**config.mk**
```make
export PLATFORM = sky130hd
export DESIGN_NAME = irq_controller
export DESIGN_NICKNAME = d
export VERILOG_FILES = /design/src/rtl/irq_controller.sv
export SDC_FILE = /design/constraint.sdc
export NUM_CORES = 1
export LEC_CHECK = 0
export CORE_AREA = 2 2 71 73
export CTS_CLUSTER_DIAMETER = 50
export DETAILED_ROUTE_END_ITERATION = 6
export DIE_AREA = 0 0 73 75
export PLACE_DENSITY = 0.9
export SETUP_SLACK_MARGIN = 0.15
export SYNTH_ARGS = -nofsm -noshare
export SYNTH_HDL_FRONTEND = slang
export SYNTH_SLANG_ARGS = --single-unit
```
**constraint.sdc**
```tcl
create_clock -name ph1 -period 2.4 [get_ports ph1]
set_clock_uncertainty 0.15 [all_clocks]
set_input_delay 0.72 -clock ph1 [delete_from_list [all_inputs] [get_ports ph1]]
set_output_delay 0.72 -clock ph1 [all_outputs]
set_load 0.01 [all_outputs]
```
**src/rtl/irq_controller.sv**
```systemverilog
// irq_controller: vectored interrupt controller with synchronizers, mask/pending regs and req/ack/EOI handshake.
// Define IRQ_CONTROLLER_ROUNDROBIN_EN for round-robin arbitration (last_grant readable in CTRL[6:4]).
module irq_controller #(
    parameter int NUM_IRQ = 8,
    parameter int SYNC_STAGES = 2
) (
    input  logic               ph1,
    input  logic               reset_b,
    input  logic [NUM_IRQ-1:0] irq_in,
    input  logic               cfg_we,
    input  logic [1:0]         cfg_addr,
    input  logic [31:0]        cfg_wdata,
    output logic [31:0]        cfg_rdata,
    output logic               cpu_irq,
    output logic [2:0]         irq_id,
    input  logic               cpu_ack,
    output logic               in_service
);
    typedef enum logic [1:0] {IDLE, REQ, SERVICE} state_t;
    state_t state, state_n;
    logic [NUM_IRQ-1:0] sync_q [SYNC_STAGES];
    logic [NUM_IRQ-1:0] hist, mask, pending, elig, rise, clr;
    logic [7:0] elig8, ack_oh;
    logic [2:0] win, last_grant;
    logic enable, ack, wr_mask, wr_pend, wr_ctrl, wr_eoi, unused_ok;

    assign rise = sync_q[SYNC_STAGES-1] & ~hist;
    assign elig = pending & mask & {NUM_IRQ{enable}};
    assign elig8 = 8'(elig);
    assign ack = state == REQ && cpu_ack;
    assign ack_oh = 8'b1 << irq_id;
    assign wr_mask = cfg_we && cfg_addr == 2'd0;
    assign wr_pend = cfg_we && cfg_addr == 2'd1;
    assign wr_ctrl = cfg_we && cfg_addr == 2'd2;
    assign wr_eoi = cfg_we && cfg_addr == 2'd3;
    // set wins over a same-cycle clear because rise is OR-ed after masking
    assign clr = (wr_pend ? cfg_wdata[NUM_IRQ-1:0] : '0) | (ack ? ack_oh[NUM_IRQ-1:0] : '0);
    assign cpu_irq = state == REQ;
    assign in_service = state == SERVICE;
    assign unused_ok = ^{cfg_wdata, ack_oh, elig8};
    assign cfg_rdata = cfg_addr == 2'd0 ? 32'(mask) :
                       cfg_addr == 2'd1 ? 32'(pending) :
                       cfg_addr == 2'd2 ? {25'd0, last_grant, 2'd0, in_service, enable} : '0;

`ifdef IRQ_CONTROLLER_ROUNDROBIN_EN
    // scan downward so the nearest index after last_grant is assigned last
    always_comb begin
        win = '0;
        for (int k = NUM_IRQ; k >= 1; k--)
            if (elig[(32'(last_grant) + k) % NUM_IRQ]) win = 3'((32'(last_grant) + k) % NUM_IRQ);
    end

    always_ff @(posedge ph1 or negedge reset_b)
        if (!reset_b) last_grant <= '0;
        else if (ack) last_grant <= irq_id;
`else
    always_comb begin
        win = '0;
        for (int i = NUM_IRQ - 1; i >= 0; i--)
            if (elig[i]) win = 3'(i);
    end

    assign last_grant = '0;
`endif

    always_comb begin
        state_n = state;
        case (state)
            IDLE:    state_n = |elig ? REQ : IDLE;
            REQ:     state_n = cpu_ack ? SERVICE : !elig8[irq_id] ? IDLE : REQ;
            SERVICE: state_n = wr_eoi ? IDLE : SERVICE;
            default: state_n = IDLE;
        endcase
    end

    always_ff @(posedge ph1 or negedge reset_b)
        if (!reset_b) begin
            state <= IDLE;
            irq_id <= '0;
            hist <= '0;
            mask <= '0;
            pending <= '0;
            enable <= 1'b0;
            for (int s = 0; s < SYNC_STAGES; s++) sync_q[s] <= '0;
        end else begin
            state <= state_n;
            if (state == IDLE && |elig) irq_id <= win;
            sync_q[0] <= irq_in;
            for (int s = 1; s < SYNC_STAGES; s++) sync_q[s] <= sync_q[s-1];
            hist <= sync_q[SYNC_STAGES-1];
            pending <= (pending & ~clr) | rise;
            if (wr_mask) mask <= cfg_wdata[NUM_IRQ-1:0];
            if (wr_ctrl) enable <= cfg_wdata[0];
        end
endmodule

```
-- Yosys cells after proc, flatten, opt, wreduce, memory -nomap -nowiden
Index checks and enable logic that the tools add are counted.
- bits of input ports: 46
- output and inout port bits: 37
- logic and storage cells: 52
- register bits after elaboration: 46
- mux-type cells: 20
- shifts and indexed selects: 1
- eq/ne operators: 5
- magnitude comparators: 1
- bitwise operators: 8
- reduce and logical (&&, ||, !) cells: 9
- operators by type and width (cell ; count):
    bitwise AND 8 bit ; 4
    2-to-1 mux 8 bit ; 4
    2-to-1 mux 3 bit ; 8
    inverter 8 bit ; 2
    bitwise OR 8 bit ; 2
    OR reduction 8 bit ; 1
    left shift 1 x 3 -> 8 bit, first input constant ; 1
    equality test 2 bit, second input constant ; 3
    logical AND 1 bit ; 6
    2-to-1 mux 2 bit ; 3
    case mux 2 bit (3 select lines) ; 1
    equality test 2 x 1 -> 1 bit, second input constant ; 2
    logical NOT 2 bit ; 2
    less-than comparator 3 x 4 -> 1 bit, second input constant ; 1
    binary-select mux 1 bit (select 3 bit) ; 1
    2-to-1 mux 1 bit ; 3

-- Depth between registers and ports, before layout
- depth after elaboration: 10
- depth in mapped cells: 5
- gate-level depth less buffers: 4

-- Least setup slack after synthesis
Ideal clock, no wire load.
- path type: input -> output
- from: in cfg_addr[1]
- to: out cfg_rdata[0]
- stages: 4
- arrival time: 1380 ps
- buffers on the path: 1
- path slack: 150 ps
- cells stage by stage: clkbuf_1 nor2b_1 nand2_1 o21ai_0
- word-level cells in the longest chain between the ends: 4
- elaborated cells on any way between the ends: 6
- RTL lines (item ; line ; RTL):
    from (decl) ; 11 ; input logic [1:0] cfg_addr,
    equality test 2 bit ; 43 ; cfg_addr == 2'd2 ? {25'd0, last_grant, 2'd0, in_service, enable} : '0;
    2-to-1 mux 2 bit ; 43 ;
    2-to-1 mux 8 bit ; 42 ; cfg_addr == 2'd1 ? 32'(pending) :
    2-to-1 mux 8 bit (*) ; 41 ; assign cfg_rdata = cfg_addr == 2'd0 ? 32'(mask) :
    to (decl) ; 13 ; output logic [31:0] cfg_rdata,
Every way passes the cells marked *; elsewhere a longest branch is shown, timed or not.

-- Worst setup path after layout
- from: in cfg_addr[0]
- to: out cfg_rdata[0]
Same word-level chain as after synthesis.

==> impl_metrics.py <==
metrics = {
    "sta": {
        "setup_viol": 0,
        "worstMarginPinSlew_ns": 0.7097,
        "relSlewSlack_pct": 52.58,
        "fin_setup_tns_ns": 0,
        "fin_crit_ns": 2.262,
        "drv_slew": 0,
        "rsz0062_at_grt": "yes",
        "holdWs_ns": 0.2017,
        "final_hold_viol_count": 0,
        "clock.fmax_mhz": 442.1,
        "post-route-period-util_pct": 94.25,
    },
    "global_route": {
        "antenna_found_initial": 0,
        "grt_pass1_wl_um": 7155,
        "gr-total-overflow": 0,
        "track_usage_pct": 17.43,
        "grt_max_degree": 28,
        "first_global_vias": 1516,
    },
    "floorplanning": {
        "die_area_sq_um": 5475,
        "coreArea_sq_um": 4661,
        "fp.dieW_um": 73,
        "fp.dieH_um": 75,
        "start_util_pct": 45.05,
        "ios": 83,
        "rows": 25,
    },
    "worst_setup_path": {
        "rr_endpoint": "state[0]",
        "crit_fanout": 5,
        "critPathRequiredTime_ns": 1.53,
        "critPathKind": "in2out",
        "arrival_ns": 1.39,
        "critPathCaptureType": "primary output",
        "ff2ff_path_depth": 6,
        "r2r-start": "state[1]",
        "r2r_slack_ns": 0.48,
        "worst_setup_path_start_kind": "primary input",
    },
    "finish": {
        "fin_cells": 301,
        "fin_area_sq_um": 2668,
        "syn_to_final_growth_pct": 27.06,
        "fin_util_pct": 57.23,
        "drive_gt1_share_pct": 20.65,
        "n_fill_cell": 402,
        "layout.nets": 292,
        "diodes": 0,
    },
    "synth": {
        "yosysTopAreaCell": "dfrtp_1",
        "synth_seq_area_share_pct": 54.83,
        "syn_inst": 192,
        "synthArstFlopShare_pct": 100.0,
        "synth_top_area_share_pct": 54.83,
        "synth_most_common_cell": "dfrtp_1",
        "ys.flop_type": "dfrtp_1",
        "syn-mean-instance-area_sq_um": 10.93,
        "yosysUniqueCellTypes": 39,
        "synth_area_sq_um": 2100,
        "synth_common_cells": "dfrtp_1, buf_4, inv_1",
        "synth_enable_flop_cells": 0,
        "synth.area.top_cells": "dfrtp_1, buf_4, mux2_2, mux2i_1, inv_1",
        "ys_ff_latch": 46,
        "ys_warn_count": 0,
    },
    "placed_design": {
        "dp_hpwl_um": 2945,
        "port_buffers": 34,
        "place.gp.congestion": 0.9352,
        "placed_area_sq_um": 2481,
        "dp.cells": 284,
    },
    "clocking": {
        "hold_buffers": 0,
        "numCtsBuffers": 5,
        "cts_buffer_depth": 2,
        "cts_root_buf": "clkbuf_8",
        "clk_pin_slew_ns": 0.08,
        "cts_tree": "yes",
        "cts.htree.levels": 2,
        "cts.sinks": 46,
        "clk_latency_ns": 0.30,
    },
    "pwr": {
        "p_leak_nw": 1.247,
        "ir_drop_uv": 425.9,
        "powerDensity_nw_per_um2": 841.6,
    },
    "route": {
        "post-route-drc-count": 0,
        "vias": 1524,
        "wirelength_um": 4216,
        "drtAntennaViolNets": 0,
        "wl_per_cell_um": 14.01,
        "first_iter_violations": 143,
        "drt-pass1-iter-count": 4,
        "via_per_inst": 5.063,
    },
    "hold_path": {
        "whs_endpoint": "sync_q[5]",
        "hp-start": "sync_q[13]",
        "hold_class": "reg2reg",
        "hold_depth": 0,
    },
    "status": {
        "status": "complete, no violations",
    },
    "run": {
        "maxCapViolCount": 0,
    },
}
[cells in the final DEF (no fill, tap or decap), drive strengths merged, types with 3 or more instances in the layout]
cell and instances:
nor2 6, nand2 15, clkdlybuf4s50 21, nor2b 3
a21oi 4, dfrtp 46, o221ai 6, clkbuf 6
conb 24, mux2 8, nand3b 3, mux2i 8
nand3 6, o21ai 12, inv 18, a22oi 5
buf 28
[sequential cells by signal, summed over array words and instances, names as in the netlist]
name / cells
hist: 8
pending: 8
enable: 1
irq_id: 3
sync_q: 16
mask: 8
state: 2
[cell type report]
cell class	count	area, sq um	area share, %
repair buffers	51	473.0	17.73
multi-input cells	124	798.3	29.92
well taps	54	67.56	2.533
clock inverters	2	37.54	1.407
flip-flops and latches	46	1151	43.15
clock buffers	6	72.57	2.720
inverters	18	67.56	2.533
[worst max-delay path by stage]
stage	end	cells past startpoint	startpoint	slack (ns)
2_1_floorplan	cfg_rdata[0]	4	cfg_addr[1]	0.15
3_3_place_gp	cfg_rdata[0]	6	cfg_addr[0]	-0.70
3_5_place_dp	cfg_rdata[0]	6	cfg_addr[0]	-0.72
4_1_cts	cfg_rdata[2]	5	cfg_addr[0]	0.15
5_1_grt	cfg_rdata[0]	6	cfg_addr[0]	0.09
6_report	cfg_rdata[0]	6	cfg_addr[0]	0.14
[through the flow]
stage	setup WS (ns)	total power, mW
after floorplan	0.1505	1.388
after global placement	-0.6958	1.638
after detailed placement	-0.7192	1.657
after CTS	0.1454	2.247
after global routing	0.09141	2.387
final	0.1381	2.245
[report_power, final]
| group | internal [mW] | total, mW | leakage (nW) | switching, mW |
|---|---|---|---|---|
| clock | 0.310 | 0.560 | 0.0514 | 0.250 |
| sequential | 0.885 | 0.992 | 0.529 | 0.107 |
| combinational | 0.344 | 0.693 | 0.667 | 0.349 |
[critical path, stage by stage]
cell and delay [ns]:
buf_8 0.11, buf_16 0.13, nor2b_4 0.12, nand2_1 0.07, o21ai_1 0.09, buf_2 0.15
[metal layers]
| metal | part of all wire [%] | track usage [%] | vias up |
|---|---|---|---|
| met5 | 0 | 0 | - |
| met4 | 1.2 | 4.527 | 0 |
| met3 | 6.8 | 5.489 | 8 |
| met2 | 49 | 28.53 | 67 |
| met1 | 43 | 22.66 | 721 |
| li1 | - | - | 728 |
[kinds of logic after synthesis]
family                 synth area share [%]
multiplexers                          8.105
flip-flops                            54.83
AND/OR/NAND/NOR                       10.43
other                                0.1786
buffers and inverters                 12.40
AO/OA/AOI/OAI                         14.06
[repair_timing]
item                                    in CTS  in global routing
gates cloned                                 2                  0
endpoints found under the setup margin      10                  4
resized for setup                           55                  2
setup buffers                                6                  1
pin swaps                                    1                  1
No activity file was read; power rests on OpenSTA's default activity.
